===== src/rtl/pwr_seq_pkg.sv =====
`default_nettype none
// ============================================================================
//  Module      : pwr_seq_pkg
//  Description : Shared types and constants for the power rail sequencer.
//                Holds the sequencer state encoding and the channel bit
//                indices (bit 0 = memory rail, bit 1 = I/O rail).
//  Revision    : 1.0 - initial release
// ============================================================================
package pwr_seq_pkg;

    typedef enum logic [2:0] {
        S_OFF      = 3'd0,
        S_MEM_RAMP = 3'd1,
        S_IO_RAMP  = 3'd2,
        S_RUN      = 3'd3,
        S_CLK_STOP = 3'd4,
        S_IO_DOWN  = 3'd5,
        S_MEM_DOWN = 3'd6,
        S_FAULT    = 3'd7
    } seq_state_e;

    localparam int CH_MEM = 0;
    localparam int CH_IO  = 1;

endpackage
`default_nettype wire


===== src/rtl/power_rail_sequencer_if.sv =====
`default_nettype none
// ============================================================================
//  Module      : power_rail_sequencer_if
//  Description : Control/status bundle between the power rail sequencer and
//                its environment (request/pgood inputs, rail enables and
//                status outputs).
//                master : environment side (drives requests and pgoods)
//                slave  : sequencer side (drives enables and status)
//  Revision    : 1.0 - initial release
// ============================================================================
interface power_rail_sequencer_if;

    logic       power_on_req;
    logic       power_off_req;
    logic       mem_pgood;
    logic       io_pgood;
    logic       fault_clr;
    logic       temp_alert;

    logic       mem_rail_en;
    logic       io_rail_en;
    logic [2:0] seq_state;
    logic [1:0] power_status;
    logic [1:0] clock_status;
    logic       fault;
    logic       thermal_trip;

    modport master (
        output power_on_req, power_off_req, mem_pgood, io_pgood, fault_clr, temp_alert,
        input  mem_rail_en, io_rail_en, seq_state, power_status, clock_status, fault, thermal_trip
    );

    modport slave (
        input  power_on_req, power_off_req, mem_pgood, io_pgood, fault_clr, temp_alert,
        output mem_rail_en, io_rail_en, seq_state, power_status, clock_status, fault, thermal_trip
    );

endinterface
`default_nettype wire


===== src/rtl/pgood_debouncer.sv =====
`default_nettype none
// ============================================================================
//  Module      : pgood_debouncer
//  Description : Power-good debouncer for one rail. A counter advances while
//                the raw pgood is high and the rail is enabled, clears on any
//                low cycle or while the rail is disabled, and saturates at
//                STABLE_CYCLES, where the rail is reported good.
//  Ports       : clk, rst     - clock, async active-high reset
//                i_en         - rail enable (counter held at 0 when low)
//                i_pgood      - raw, already synchronised pgood
//                o_good       - registered debounced good
//                o_good_nxt   - value o_good takes at the next edge
//  Revision    : 1.0 - initial release
// ============================================================================
module pgood_debouncer #(
    parameter int STABLE_CYCLES = 16,
    parameter int CNT_W         = 16
) (
    input  wire logic clk,
    input  wire logic rst,
    input  wire logic i_en,
    input  wire logic i_pgood,
    output logic      o_good,
    output logic      o_good_nxt
);

    localparam logic [CNT_W-1:0] c_stable = CNT_W'(STABLE_CYCLES);

    logic [CNT_W-1:0] r_cnt;
    logic [CNT_W-1:0] w_cnt_nxt;
    logic             r_good;

    always_comb begin
        w_cnt_nxt = r_cnt;
        if (!i_en || !i_pgood) begin
            w_cnt_nxt = '0;
        end else if (r_cnt != c_stable) begin
            w_cnt_nxt = r_cnt + 1'b1;
        end
    end

    // Exposed so the parent can register status bits that track good
    // in the same cycle rather than one cycle late.
    assign o_good_nxt = (w_cnt_nxt == c_stable);

    always_ff @(posedge clk or posedge rst) begin
        if (rst) begin
            r_cnt  <= '0;
            r_good <= 1'b0;
        end else begin
            r_cnt  <= w_cnt_nxt;
            r_good <= o_good_nxt;
        end
    end

    assign o_good = r_good;

endmodule
`default_nettype wire


===== src/rtl/power_rail_sequencer.sv =====
`default_nettype none
// ============================================================================
//  Module      : power_rail_sequencer
//  Description : Ordered power-up / power-down of the memory and I/O rails
//                with debounced power-good, ramp timeouts and a sticky fault.
//                Optional thermal shutdown is compiled in when the macro
//                PWR_SEQ_THERMAL_SHUTDOWN_EN is defined; otherwise
//                temp_alert is ignored and thermal_trip is tied low.
//  Ports       : clk  - system clock
//                rst  - asynchronous active-high reset
//                bus  - power_rail_sequencer_if.slave (requests, pgoods,
//                       fault_clr, temp_alert in; rail enables, seq_state,
//                       power_status, clock_status, fault, thermal_trip out)
//  Revision    : 1.0 - initial release
// ============================================================================
module power_rail_sequencer
    import pwr_seq_pkg::*;
#(
    parameter int STABLE_CYCLES = 16,
    parameter int RAMP_TIMEOUT  = 1000,
    parameter int CNT_W         = 16
) (
    input wire logic               clk,
    input wire logic               rst,
    power_rail_sequencer_if.slave  bus
);

    localparam logic [CNT_W-1:0] c_timeout_last = CNT_W'(RAMP_TIMEOUT - 1);

    seq_state_e       r_state;
    seq_state_e       w_state_nxt;
    logic [CNT_W-1:0] r_timer;
    logic [1:0]       w_pgood;
    logic [1:0]       w_good;
    logic [1:0]       w_good_nxt;
    logic [1:0]       r_rail_en;
    logic [1:0]       w_rail_en_nxt;
    logic [1:0]       r_power_status;
    logic [1:0]       r_clock_status;
    logic             r_fault;
    logic             w_timeout;
    logic             w_temp;
    logic             w_abort;

    assign w_pgood[CH_MEM] = bus.mem_pgood;
    assign w_pgood[CH_IO]  = bus.io_pgood;

    generate
        for (genvar g = 0; g < 2; g++) begin : g_rail
            pgood_debouncer #(
                .STABLE_CYCLES (STABLE_CYCLES),
                .CNT_W         (CNT_W)
            ) u_debouncer (
                .clk        (clk),
                .rst        (rst),
                .i_en       (r_rail_en[g]),
                .i_pgood    (w_pgood[g]),
                .o_good     (w_good[g]),
                .o_good_nxt (w_good_nxt[g])
            );
        end
    endgenerate

`ifdef PWR_SEQ_THERMAL_SHUTDOWN_EN
    logic r_thermal_trip;
    logic w_trip_set;

    assign w_temp = bus.temp_alert;
    // Only a shutdown actually taken from RUN latches the trip; a rail
    // collapse in the same cycle goes to FAULT instead.
    assign w_trip_set = (r_state == S_RUN) && (w_pgood == 2'b11) && w_temp;

    always_ff @(posedge clk or posedge rst) begin
        if (rst) begin
            r_thermal_trip <= 1'b0;
        end else if (w_trip_set) begin
            r_thermal_trip <= 1'b1;
        end else if (bus.fault_clr) begin
            r_thermal_trip <= 1'b0;
        end
    end

    assign bus.thermal_trip = r_thermal_trip;
`else
    logic w_unused_temp;
    assign w_unused_temp    = bus.temp_alert;
    assign w_temp           = 1'b0;
    assign bus.thermal_trip = 1'b0;
`endif

    // A thermal alert aborts power-up / forces power-down exactly like an
    // explicit off request.
    assign w_abort   = bus.power_off_req | w_temp;
    assign w_timeout = (r_timer == c_timeout_last);

    // In every timed state the exit conditions are tested before the
    // timeout so that an exit coinciding with expiry wins.
    always_comb begin
        w_state_nxt = r_state;
        case (r_state)
            S_OFF: begin
                if (bus.power_on_req && !bus.power_off_req) w_state_nxt = S_MEM_RAMP;
            end
            S_MEM_RAMP: begin
                if (w_good[CH_MEM])  w_state_nxt = S_IO_RAMP;
                else if (w_abort)    w_state_nxt = S_MEM_DOWN;
                else if (w_timeout)  w_state_nxt = S_FAULT;
            end
            S_IO_RAMP: begin
                if (w_good[CH_IO])                         w_state_nxt = S_RUN;
                else if (w_abort)                          w_state_nxt = S_IO_DOWN;
                else if (!w_pgood[CH_MEM] || w_timeout)    w_state_nxt = S_FAULT;
            end
            S_RUN: begin
                if (w_pgood != 2'b11) w_state_nxt = S_FAULT;
                else if (w_abort)     w_state_nxt = S_CLK_STOP;
            end
            S_CLK_STOP: begin
                w_state_nxt = S_IO_DOWN;
            end
            S_IO_DOWN: begin
                if (!w_pgood[CH_IO]) w_state_nxt = S_MEM_DOWN;
                else if (w_timeout)  w_state_nxt = S_FAULT;
            end
            S_MEM_DOWN: begin
                if (!w_pgood[CH_MEM]) w_state_nxt = S_OFF;
                else if (w_timeout)   w_state_nxt = S_FAULT;
            end
            S_FAULT: begin
                if (bus.fault_clr && !bus.power_on_req) w_state_nxt = S_OFF;
            end
            default: begin
                w_state_nxt = S_FAULT;
            end
        endcase
    end

    always_comb begin
        w_rail_en_nxt         = 2'b00;
        w_rail_en_nxt[CH_MEM] = w_state_nxt inside {S_MEM_RAMP, S_IO_RAMP, S_RUN, S_CLK_STOP, S_IO_DOWN};
        w_rail_en_nxt[CH_IO]  = w_state_nxt inside {S_IO_RAMP, S_RUN, S_CLK_STOP};
    end

    always_ff @(posedge clk or posedge rst) begin
        if (rst) begin
            r_state        <= S_OFF;
            r_timer        <= '0;
            r_rail_en      <= 2'b00;
            r_power_status <= 2'b00;
            r_clock_status <= 2'b00;
            r_fault        <= 1'b0;
        end else begin
            r_state        <= w_state_nxt;
            r_timer        <= (w_state_nxt != r_state) ? '0 : r_timer + 1'b1;
            r_rail_en      <= w_rail_en_nxt;
            r_power_status <= w_rail_en_nxt & w_good_nxt;
            r_clock_status <= (w_state_nxt == S_RUN) ? 2'b11 : 2'b00;
            r_fault        <= (w_state_nxt == S_FAULT);
        end
    end

    assign bus.seq_state    = r_state;
    assign bus.mem_rail_en  = r_rail_en[CH_MEM];
    assign bus.io_rail_en   = r_rail_en[CH_IO];
    assign bus.power_status = r_power_status;
    assign bus.clock_status = r_clock_status;
    assign bus.fault        = r_fault;

endmodule
`default_nettype wire


===== src/flat_wrapper.sv =====
// flat-port wrapper written by rule: the top's interface ports become plain ports
module power_rail_sequencer_flat import pwr_seq_pkg::*;
#(
    parameter int STABLE_CYCLES = 16,
    parameter int RAMP_TIMEOUT  = 1000,
    parameter int CNT_W         = 16
)
  (clk, rst, bus_power_on_req, bus_power_off_req, bus_mem_pgood, bus_io_pgood, bus_fault_clr, bus_temp_alert, bus_mem_rail_en, bus_io_rail_en, bus_seq_state, bus_power_status, bus_clock_status, bus_fault, bus_thermal_trip);
  power_rail_sequencer_if bus_i ();
  input wire logic clk;
  input wire logic rst;
  input wire logic [$bits(bus_i.power_on_req)-1:0] bus_power_on_req;
  input wire logic [$bits(bus_i.power_off_req)-1:0] bus_power_off_req;
  input wire logic [$bits(bus_i.mem_pgood)-1:0] bus_mem_pgood;
  input wire logic [$bits(bus_i.io_pgood)-1:0] bus_io_pgood;
  input wire logic [$bits(bus_i.fault_clr)-1:0] bus_fault_clr;
  input wire logic [$bits(bus_i.temp_alert)-1:0] bus_temp_alert;
  output wire logic [$bits(bus_i.mem_rail_en)-1:0] bus_mem_rail_en;
  output wire logic [$bits(bus_i.io_rail_en)-1:0] bus_io_rail_en;
  output wire logic [$bits(bus_i.seq_state)-1:0] bus_seq_state;
  output wire logic [$bits(bus_i.power_status)-1:0] bus_power_status;
  output wire logic [$bits(bus_i.clock_status)-1:0] bus_clock_status;
  output wire logic [$bits(bus_i.fault)-1:0] bus_fault;
  output wire logic [$bits(bus_i.thermal_trip)-1:0] bus_thermal_trip;
  assign bus_i.power_on_req = bus_power_on_req;
  assign bus_i.power_off_req = bus_power_off_req;
  assign bus_i.mem_pgood = bus_mem_pgood;
  assign bus_i.io_pgood = bus_io_pgood;
  assign bus_i.fault_clr = bus_fault_clr;
  assign bus_i.temp_alert = bus_temp_alert;
  assign bus_mem_rail_en = bus_i.mem_rail_en;
  assign bus_io_rail_en = bus_i.io_rail_en;
  assign bus_seq_state = bus_i.seq_state;
  assign bus_power_status = bus_i.power_status;
  assign bus_clock_status = bus_i.clock_status;
  assign bus_fault = bus_i.fault;
  assign bus_thermal_trip = bus_i.thermal_trip;
  power_rail_sequencer #(.STABLE_CYCLES(STABLE_CYCLES), .RAMP_TIMEOUT(RAMP_TIMEOUT), .CNT_W(CNT_W)) u_core (.clk(clk), .rst(rst), .bus(bus_i));
endmodule

===== config.mk =====
export PLATFORM = sky130hd
export DESIGN_NAME = power_rail_sequencer_flat
export DESIGN_NICKNAME = d
export VERILOG_FILES = /design/src/rtl/pwr_seq_pkg.sv /design/src/rtl/power_rail_sequencer_if.sv /design/src/rtl/pgood_debouncer.sv /design/src/rtl/power_rail_sequencer.sv /design/src/flat_wrapper.sv
export SDC_FILE = /design/constraint.sdc
export NUM_CORES = 1
export LEC_CHECK = 0
export ABC_CLOCK_PERIOD_IN_PS = 7100
export BUFFER_PORTS_ARGS = -buffer_cell sky130_fd_sc_hd__buf_4
export CAP_MARGIN = 20
export CORE_MARGIN = 3
export CORE_UTILIZATION = 40
export DETAILED_ROUTE_END_ITERATION = 6
export GPL_ROUTABILITY_DRIVEN = 0
export PLACE_DENSITY = 0.54
export RECOVER_POWER = 100
export SLEW_MARGIN = 10
export SYNTH_ARGS = -nofsm -noshare
export SYNTH_HDL_FRONTEND = slang
export SYNTH_SLANG_ARGS = --single-unit

===== constraint.sdc =====
create_clock -name clk -period 7.1 [get_ports clk]
set_input_delay 1.775 -clock clk [delete_from_list [all_inputs] [get_ports clk]]
set_output_delay 1.775 -clock clk [all_outputs]
set_load 0.02 [all_outputs]

==> results by stage, run 1 <==
Hold path:
- The number of stages on the worst hold path is 1.
- The hold path endpoint is u_core.r_timer[0].
- In this run the most critical hold path is launched from u_core.r_timer[0].
- In this run the worst hold path is classified as flip-flop to flip-flop.

Cells and area:
- Compared with the post-synthesis result, the final layout area differs by 7.71%.
- Leaving out fill and tap cells, the most frequent cell in the layout is nor2_1.
- Across the whole layout, storage elements account for ~0.0015 mm².
- In the layout the commonest cells are nor2_1 (60), dfrtp_1 (59), xor2_1 (24).
- The combined area of the multi-input logic cells is 0.00181 mm².
- The share of cells above drive strength 1 is 10.2%.
- The fill cell total of the finished layout is about 820.
- The final net count is 390.
- 0 antenna diodes ended up in the layout.
- The end-of-flow core utilization is between 40 and 50%.

Die:
- The die height is between 90 and 100 µm.
- The core region is between 0.008 and 0.009 mm².
- The area enclosed by the die boundary is about 0.0098 mm².
- The floorplan step set the die width to 99.0 µm.
- For this configuration, the core starts out at a cell density of between 40% and 50%.
- The I/O pin total is 19.
- In this run the core area contains 33 standard-cell rows.

Synth:
- In this run, synthesis produced a sequential element count of 59.
- Synthesis produced a netlist with a net count of 380.
- After synthesis, the share of flip-flops with an asynchronous set or reset is between 90% and 100%.
- The portion of synthesized area spent on multiplexers is under 10%.
- Summing the areas of all xor and xnor instances in the mapped netlist gives about 11% of the synthesized area.
- The part of the Yosys area used for sequential elements is 42.7%.
- The combinational family with the most area after synthesis is simple AND/OR/NAND/NOR gates.
- The fraction of the mapped netlist area in adder cells is ~1.8%.
- The mean area per synthesized cell is 9.42 µm².
- The Yosys warning count is 0.
- The synthesized netlist contains 64 unique library cells.
- Summing the areas of all and, or, nand and nor instances in the mapped netlist gives approximately 28% of the synthesized area.
- Yosys mapped a number of flops with a built-in enable equal to 0.
- Synthesis handed over a netlist of between 300 and 400 instances.
- The fraction of the mapped netlist area in compound gates is 10.3%.
- Summing every instance area after synthesis gives 0.00346 mm².
- Among all flip-flop cells after synthesis, the most frequent one is dfrtp_1.

STA:
- The worst-margin pin slew is roughly 3200 ps.
- The maximum clock rate is roughly 0.22 GHz.
- The number of max-slew violations in the final report came to 60.
- The final number of hold-violating endpoints is 0.
- The final sum of negative setup slack is 0 ps.
- Setup repair after global routing left no endpoint under its margin.
- The time the worst path needs with I/O delays and setup is roughly 4500 ps.
- Hold is met by approximately 500 ps.
- Headroom to the max-slew limit came out at -113%.
- Dividing the final minimum period by the clock period gives a little over three fifths.
- The clock skew after layout is approximately 11 ps.
- Setup violations remaining at the end of the flow were counted as 0.

Power:
- The cell-internal power is 0.647 mW.
- The largest voltage drop on the vdd net is 0.106 mV.
- Per report_power, the sequential group accounts for approximately two fifths of the total.
- Combinational logic is responsible for 30.2% of the overall power.
- For this design the ratio of total power to cell area is ~270 mW/mm².
- Summed over all cells, the static leakage comes to 1.49 nW.
- For this design the total switching power over the nets is 0.365 mW.
- The clock network is responsible for ~29% of the overall power.
- Net switching is a little over a third of the power.

Worst setup path:
- The worst setup path is launched from a primary input.
- The reg2reg setup slack is 4170 ps.
- The number of cells on the worst reg-to-reg path is 6.
- The critical path required time is between 6000 and 7000 ps.
- The worst setup path is of the primary input to asynchronous set/reset pin kind.
- The kind of end point of the critical path is an asynchronous set/reset pin.
- The terminus of the critical flop-to-flop path is u_core.bus.power_status[1].
- The reg-to-reg startpoint is u_core.r_timer[13].
- The top fanout value on the critical path is 59.
- At the worst endpoint, the arrival time is between 4000 and 5000 ps.

Clock network:
- Counting every sink on the clock net gives a little under 60.
- Clock-pin slew was measured on the worst setup and hold paths at about 60 ps.
- The TritonCTS clock tree is built.
- After clock tree synthesis, the setup repair step added 0 buffers.
- The post-CTS resize count is 0.
- The worst-case clock buffer depth is 2.
- In this run, CTS created clock tree buffers numbering 9.
- The count of hold buffers inserted by post-cts repair is 0.
- For the worst-skew pair, the clock arrives at the later sink with an insertion delay of between 300 and 400 ps.
- The CTS root buffer is clkbuf_8.
- The clock tree synthesis step divided the H-tree into 3 levels.

Global route:
- The global-route wire length before repair is 12,400 µm.
- The initial antenna violation count is 0.
- The overflow left after global routing is 0.
- The total track usage is ~15%.
- The via count of the first global-routing pass is about 2,600.
- The maximum number of pins on one net before global-route repair is 60.

Detailed routing:
- In the routed design, unresolved DRC markers number 0.
- The per-cell routed wire length is roughly 14 µm.
- The first-pass detailed-route iteration total is 4.
- Across all layers, the routed design uses about 2,600 vias.
- For this block, the routed nets add up to 6940 µm of wire.
- The detail route stage leaves a number of antenna-violating nets equal to 0.
- Using the TritonRoute via totals, the vias-per-cell ratio works out to about 5.4.
- For this block, the initial DRC count from the detailed router was 91.

Status:
- The flow ran to the end, but the final reports show violations.
- The checks that failed: capacitance limit, slew limit.

Place:
- Input and output buffers added on the ports amount to 16.
- The detailed-placement wirelength estimate is between 4000 and 5000 µm.

Job:
- The tool flagged a number of max-cap violations equal to 1.
==> final cells by class <==
cell class / count / area share [%]
multi-input combinational: 279 / 48.5
clock inverter: 1 / 0.134
timing repair buffer: 18 / 2.22
clock buffer: 15 / 5.01
tap: 105 / 3.53
inverter: 10 / 1.01
sequential: 59 / 39.6
==> flip-flops by register name, indices dropped and copies added, names as in the netlist <==
name,flops
u_core.bus.clock_status,1
u_core.bus.fault,1
u_core.bus.power_status,2
u_core.bus.seq_state,3
u_core.g_rail.u_debouncer.o_good,2
u_core.g_rail.u_debouncer.r_cnt,32
u_core.r_rail_en,2
u_core.r_timer,16
==> per-layer routing <==
metal / share of wire, % / up-vias / track usage (%)
met5: 0 / - / 0
met2: 45 / 38 / 24.0
li1: - / 1310 / -
met3: 3.0 / 11 / 3.18
met4: 1.8 / 0 / 6.41
met1: 51 / 1267 / 21.1
==> power by group through the flow <==
stage	sequential [mW]	clock [mW]	combinational, mW
after global routing	0.421	0.320	0.344
after detailed placement	0.422	0	0.349
after CTS	0.416	0.302	0.351
after floorplan	0.416	0	0.273
after global placement	0.422	0	0.351
final	0.413	0.294	0.305
==> cells in the mapped netlist, types with 6 or more instances <==
cell type | instances | area, µm²
xor2_1 | 24 | 210
dfrtp_1 | 59 | 1480
nor2_1 | 60 | 225
inv_1 | 10 | 37.5
a21oi_1 | 9 | 45.0
xnor2_1 | 20 | 175
nor2b_1 | 6 | 37.5
nand2_1 | 18 | 67.6
nand3_1 | 23 | 115
nand4_1 | 12 | 75.1
clkbuf_1 | 12 | 45.0
nor4_1 | 8 | 50.1
nor3_1 | 11 | 55.1
==> critical path, cell delays in order <==
cell	delay [ps]
clkbuf_4	100
inv_1	40
clkbuf_1	2240
==> cells by family after synthesis <==
kind of cell    Yosys count
mux                       5
fa+ha+maj                 5
compound gates           45
buf+inv                  29
flops                    59
other cells               1
xor+xnor                 44
simple gates            179
==> through the flow <==
stage	area (µm²)	setup slack, ps	power [mW]	instances
2_1_floorplan	3460	3520	0.689	367
3_3_place_gp	3610	3350	0.773	471
3_5_place_dp	3610	3350	0.772	471
4_1_cts	3810	3690	1.07	487
5_1_grt	3720	1880	1.08	487
6_report	3720	2630	1.01	487
==> how the worst max path moves through the flow <==
stage	from	endpoint	slack (ps)
floorplan	bus_mem_pgood	u_core.bus.power_status[1]	3520
global placement	bus_power_on_req	u_core.bus.power_status[1]	3350
detailed placement	bus_power_on_req	u_core.bus.power_status[1]	3350
CTS	bus_power_on_req	u_core.bus.power_status[1]	3690
global route	rst	u_core.r_timer[13]	1880
finish	rst	u_core.r_timer[13]	2630
Note: power is estimated with default switching activity, not from simulation.
==> run 2: changes to the inputs <==
- ABC_CLOCK_PERIOD_IN_PS: 7100 -> 4150
- clock period: 7.1 -> 4.15 ns (I/O delays scaled with it)
==> run 2 against run 1 <==
  * Largest power group unchanged
  * Die area is the same
  * The run now ends clean
  * Global-route usage shrank 0.11 points
  * Critical path type is now flip-flop to flip-flop
  * Final cell count is the same
  * Routed wire length grew 0.71%
  * Worst hold slack lost 2.4 ps
  * Critical path depth grew 3
  * Design area grew 0.47%
  * Via count grew 0.57%
  * Setup slack lost 1700 ps
  * Combinational power grew 74%
==> results by stage, run 2 (synthesized netlist as in run 1, its figures left out) <==
Cells and area:
- The layout-stage area growth over the synthesis result is 8.21%.
- The share of cells above drive strength 1 is slightly below 10%.
- The library cells used most frequently in the layout, excluding fill and tap cells, are nor2_1 (60), dfrtp_1 (59), xor2_1 (24).
- The final design instance area without fill is approximately 0.0037 mm².
- Counting flops per register, the top entry is u_core.g_rail.u_debouncer.r_cnt.
- Leaving out fill and tap cells, the most frequent cell in the layout is nor2_1.
- The number of inserted diodes is 0.
- In the final design database the tool counted between 300 and 400 nets.
- The finished layout holds between 400 and 500 standard cells, fillers aside.
- The register with the most flip-flops in the layout has 32 of them.
- The end-of-flow core utilization is between 40% and 50%.

Clock network:
- The number of clock buffers inserted by TritonCTS is 9.
- The number of H-tree branching levels is 3.
- TritonCTS built the clock tree.
- The number of gates resized after CTS was 0.
- The worst-case clock buffer depth is 2.
- Clock-pin slew was measured on the worst setup and hold paths at around 60 ps.
- The CTS sink count is between 50 and 60.
- The CTS root buffer is clkbuf_8.
- The count of hold buffers inserted by post-cts repair is 0.
- Clock latency on the worst-skew pair, taken at its later pin, is between 300 and 400 ps.
- After clock tree synthesis, the setup repair step added 0 buffers.

Global route:
- Global routing used 15.4% of the available tracks across all layers.
- The initial antenna violation count is 0.
- Global routing finished with a remaining overflow of 0.
- Entering global routing, the biggest net connects 42 pins.
- The via count of the first global-routing pass is 2,569.
- The global-route wire length before repair is around 12,000 µm.

Worst setup path:
- The signal on the critical path passes through or4_1 -> nor4_4 -> o21ai_0 -> o21ai_0 -> or3b_1 -> a2111oi_0.
- The critical path is of the flip-flop to flip-flop type.
- The top fanout value on the critical path is 5.
- The cell family contributing the most delay on the critical path is simple AND/OR/NAND/NOR gates.
- The number of cells on the worst reg-to-reg path is 6.
- The highest cell delay on the worst timing path is ~590 ps.
- STA classifies the critical path endpoint as a flip-flop.
- In this run the number of cells on the critical path is 6.
- The cell that appears most often on the critical path is o21ai_0.
- At the worst endpoint, the arrival time is between 3000 and 4000 ps.
- STA classifies the critical path startpoint as a flip-flop.
- The critical path's slowest cell is or4_1.
- The reg2reg setup slack is between 900 and 1000 ps.
- The critical path required time is about 4400 ps.
- Counting both buffers and inverters, the worst setup path holds a total of 0.

Detailed routing:
- The detailed-route wire length is about 7000 µm.
- The first detailed-routing pass ran for 5 iterations.
- After detailed routing, the number of remaining DRC violations is 0.
- The total number of vias is between 2,000 and 3,000.
- Dividing the detail-routed via count by the number of cells gives approximately 5.4.
- After the first detailed-routing iteration, the DRC count stood at 122.
- The per-cell routed wire length is about 14 µm.
- The post-route antenna net violation count is 0.

Die:
- The initial standard-cell utilization of the core is 41.7%.
- From bottom edge to top edge, the die measures 99.0 µm.
- After floorplanning, the core was divided into 33 placement rows.
- For this design the top-level I/O count stands at 19.
- The core region is 0.00830 mm².
- The die is around 99 µm wide.
- The die covers between 0.009 and 0.01 mm².

Place:
- The number of buffers added on ports is 16.
- The setup slack at placement is 1140 ps.
- Once detailed placement completed, the half-perimeter wirelength came to 5030 µm.
- The standard cell area after detailed placement is around 0.0036 mm².
- The number of placed instances, taps included, is 472.

STA:
- Once routing completed, OpenROAD measured the worst setup slack at roughly 940 ps.
- The final sum of negative setup slack is 0 ps.
- The worst-margin pin slew is around 750 ps.
- Measured against its own limit, the worst slew margin works out to 49.9%.
- The tightest hold path in the finished design has a slack of approximately 500 ps.
- The number of max-slew violations in the final report is 0.
- Setup repair after global routing left no endpoint under its margin.
- For the finished layout, the period the worst path requires is between 3000 and 4000 ps.
- For the final database, setup skew stands at 5.23 ps.
- Of the available clock period, the critical path in the final layout requires 77.4%.
- The maximum clock rate is 0.311 GHz.
- The total setup violations reported at the end of the flow is 0.
- The final number of hold-violating endpoints is 0.

Hold path:
- The path class of the tightest hold or removal check is flip-flop to flip-flop.
- The number of stages on the worst hold path is 1.

Power:
- The largest voltage drop on the vdd net is approximately 0.19 mV.
- Summed over all cells, the static leakage comes to 1.51 nW.
- In this run the power density over the cells is 479 mW/mm².
- The total power is 1.79 mW.

Job:
- The max-cap check violation count is 0.

Status:
- The flow ran to the end, and the final reports show no timing, DRC or antenna violations.
-- run 2: cell types whose count changed in the layout (fill, tap and decap cells not counted), sizes merged --
cell	change
clkbuf	-1
clkinv	-1
bufinv	+1
buf	+1
-- run 2: path summary, 6_finish.rpt --
kind	startpoint	to
max	u_core.r_timer[13]	u_core.bus.power_status[1]
min	u_core.r_timer[0]	u_core.r_timer[0]
max reg2reg	u_core.r_timer[13]	u_core.bus.power_status[1]
min reg2reg	u_core.r_timer[0]	u_core.r_timer[0]
max in group asynchronous	rst	u_core.bus.seq_state[1]
min in group asynchronous	rst	u_core.g_rail[0].u_debouncer.r_cnt[0]
-- run 2: layout make-up --
type	instances	area (µm²)
Fill cell	825	4560
Multi-Input combinational cell	279	1790
Sequential cell	59	1480
Clock buffer	14	183
Tap cell	105	131
Timing Repair Buffer	19	90.1
Inverter	10	37.5
Clock inverter	1	30.0
-- run 2: where the power goes --
group          internal, mW  switching (mW)
combinational         0.199           0.331
clock                 0.340           0.215
sequential            0.626          0.0813
-- run 2: routing by layer --
layer  vias to the layer above  part of all wire [%]  global-route usage [%]
met5                         -                     0                       0
met3                         7                   3.4                    3.75
li1                       1309                     -                       -
met2                        34                    46                    24.0
met1                      1291                    50                    20.6
met4                         0                   1.0                    5.88
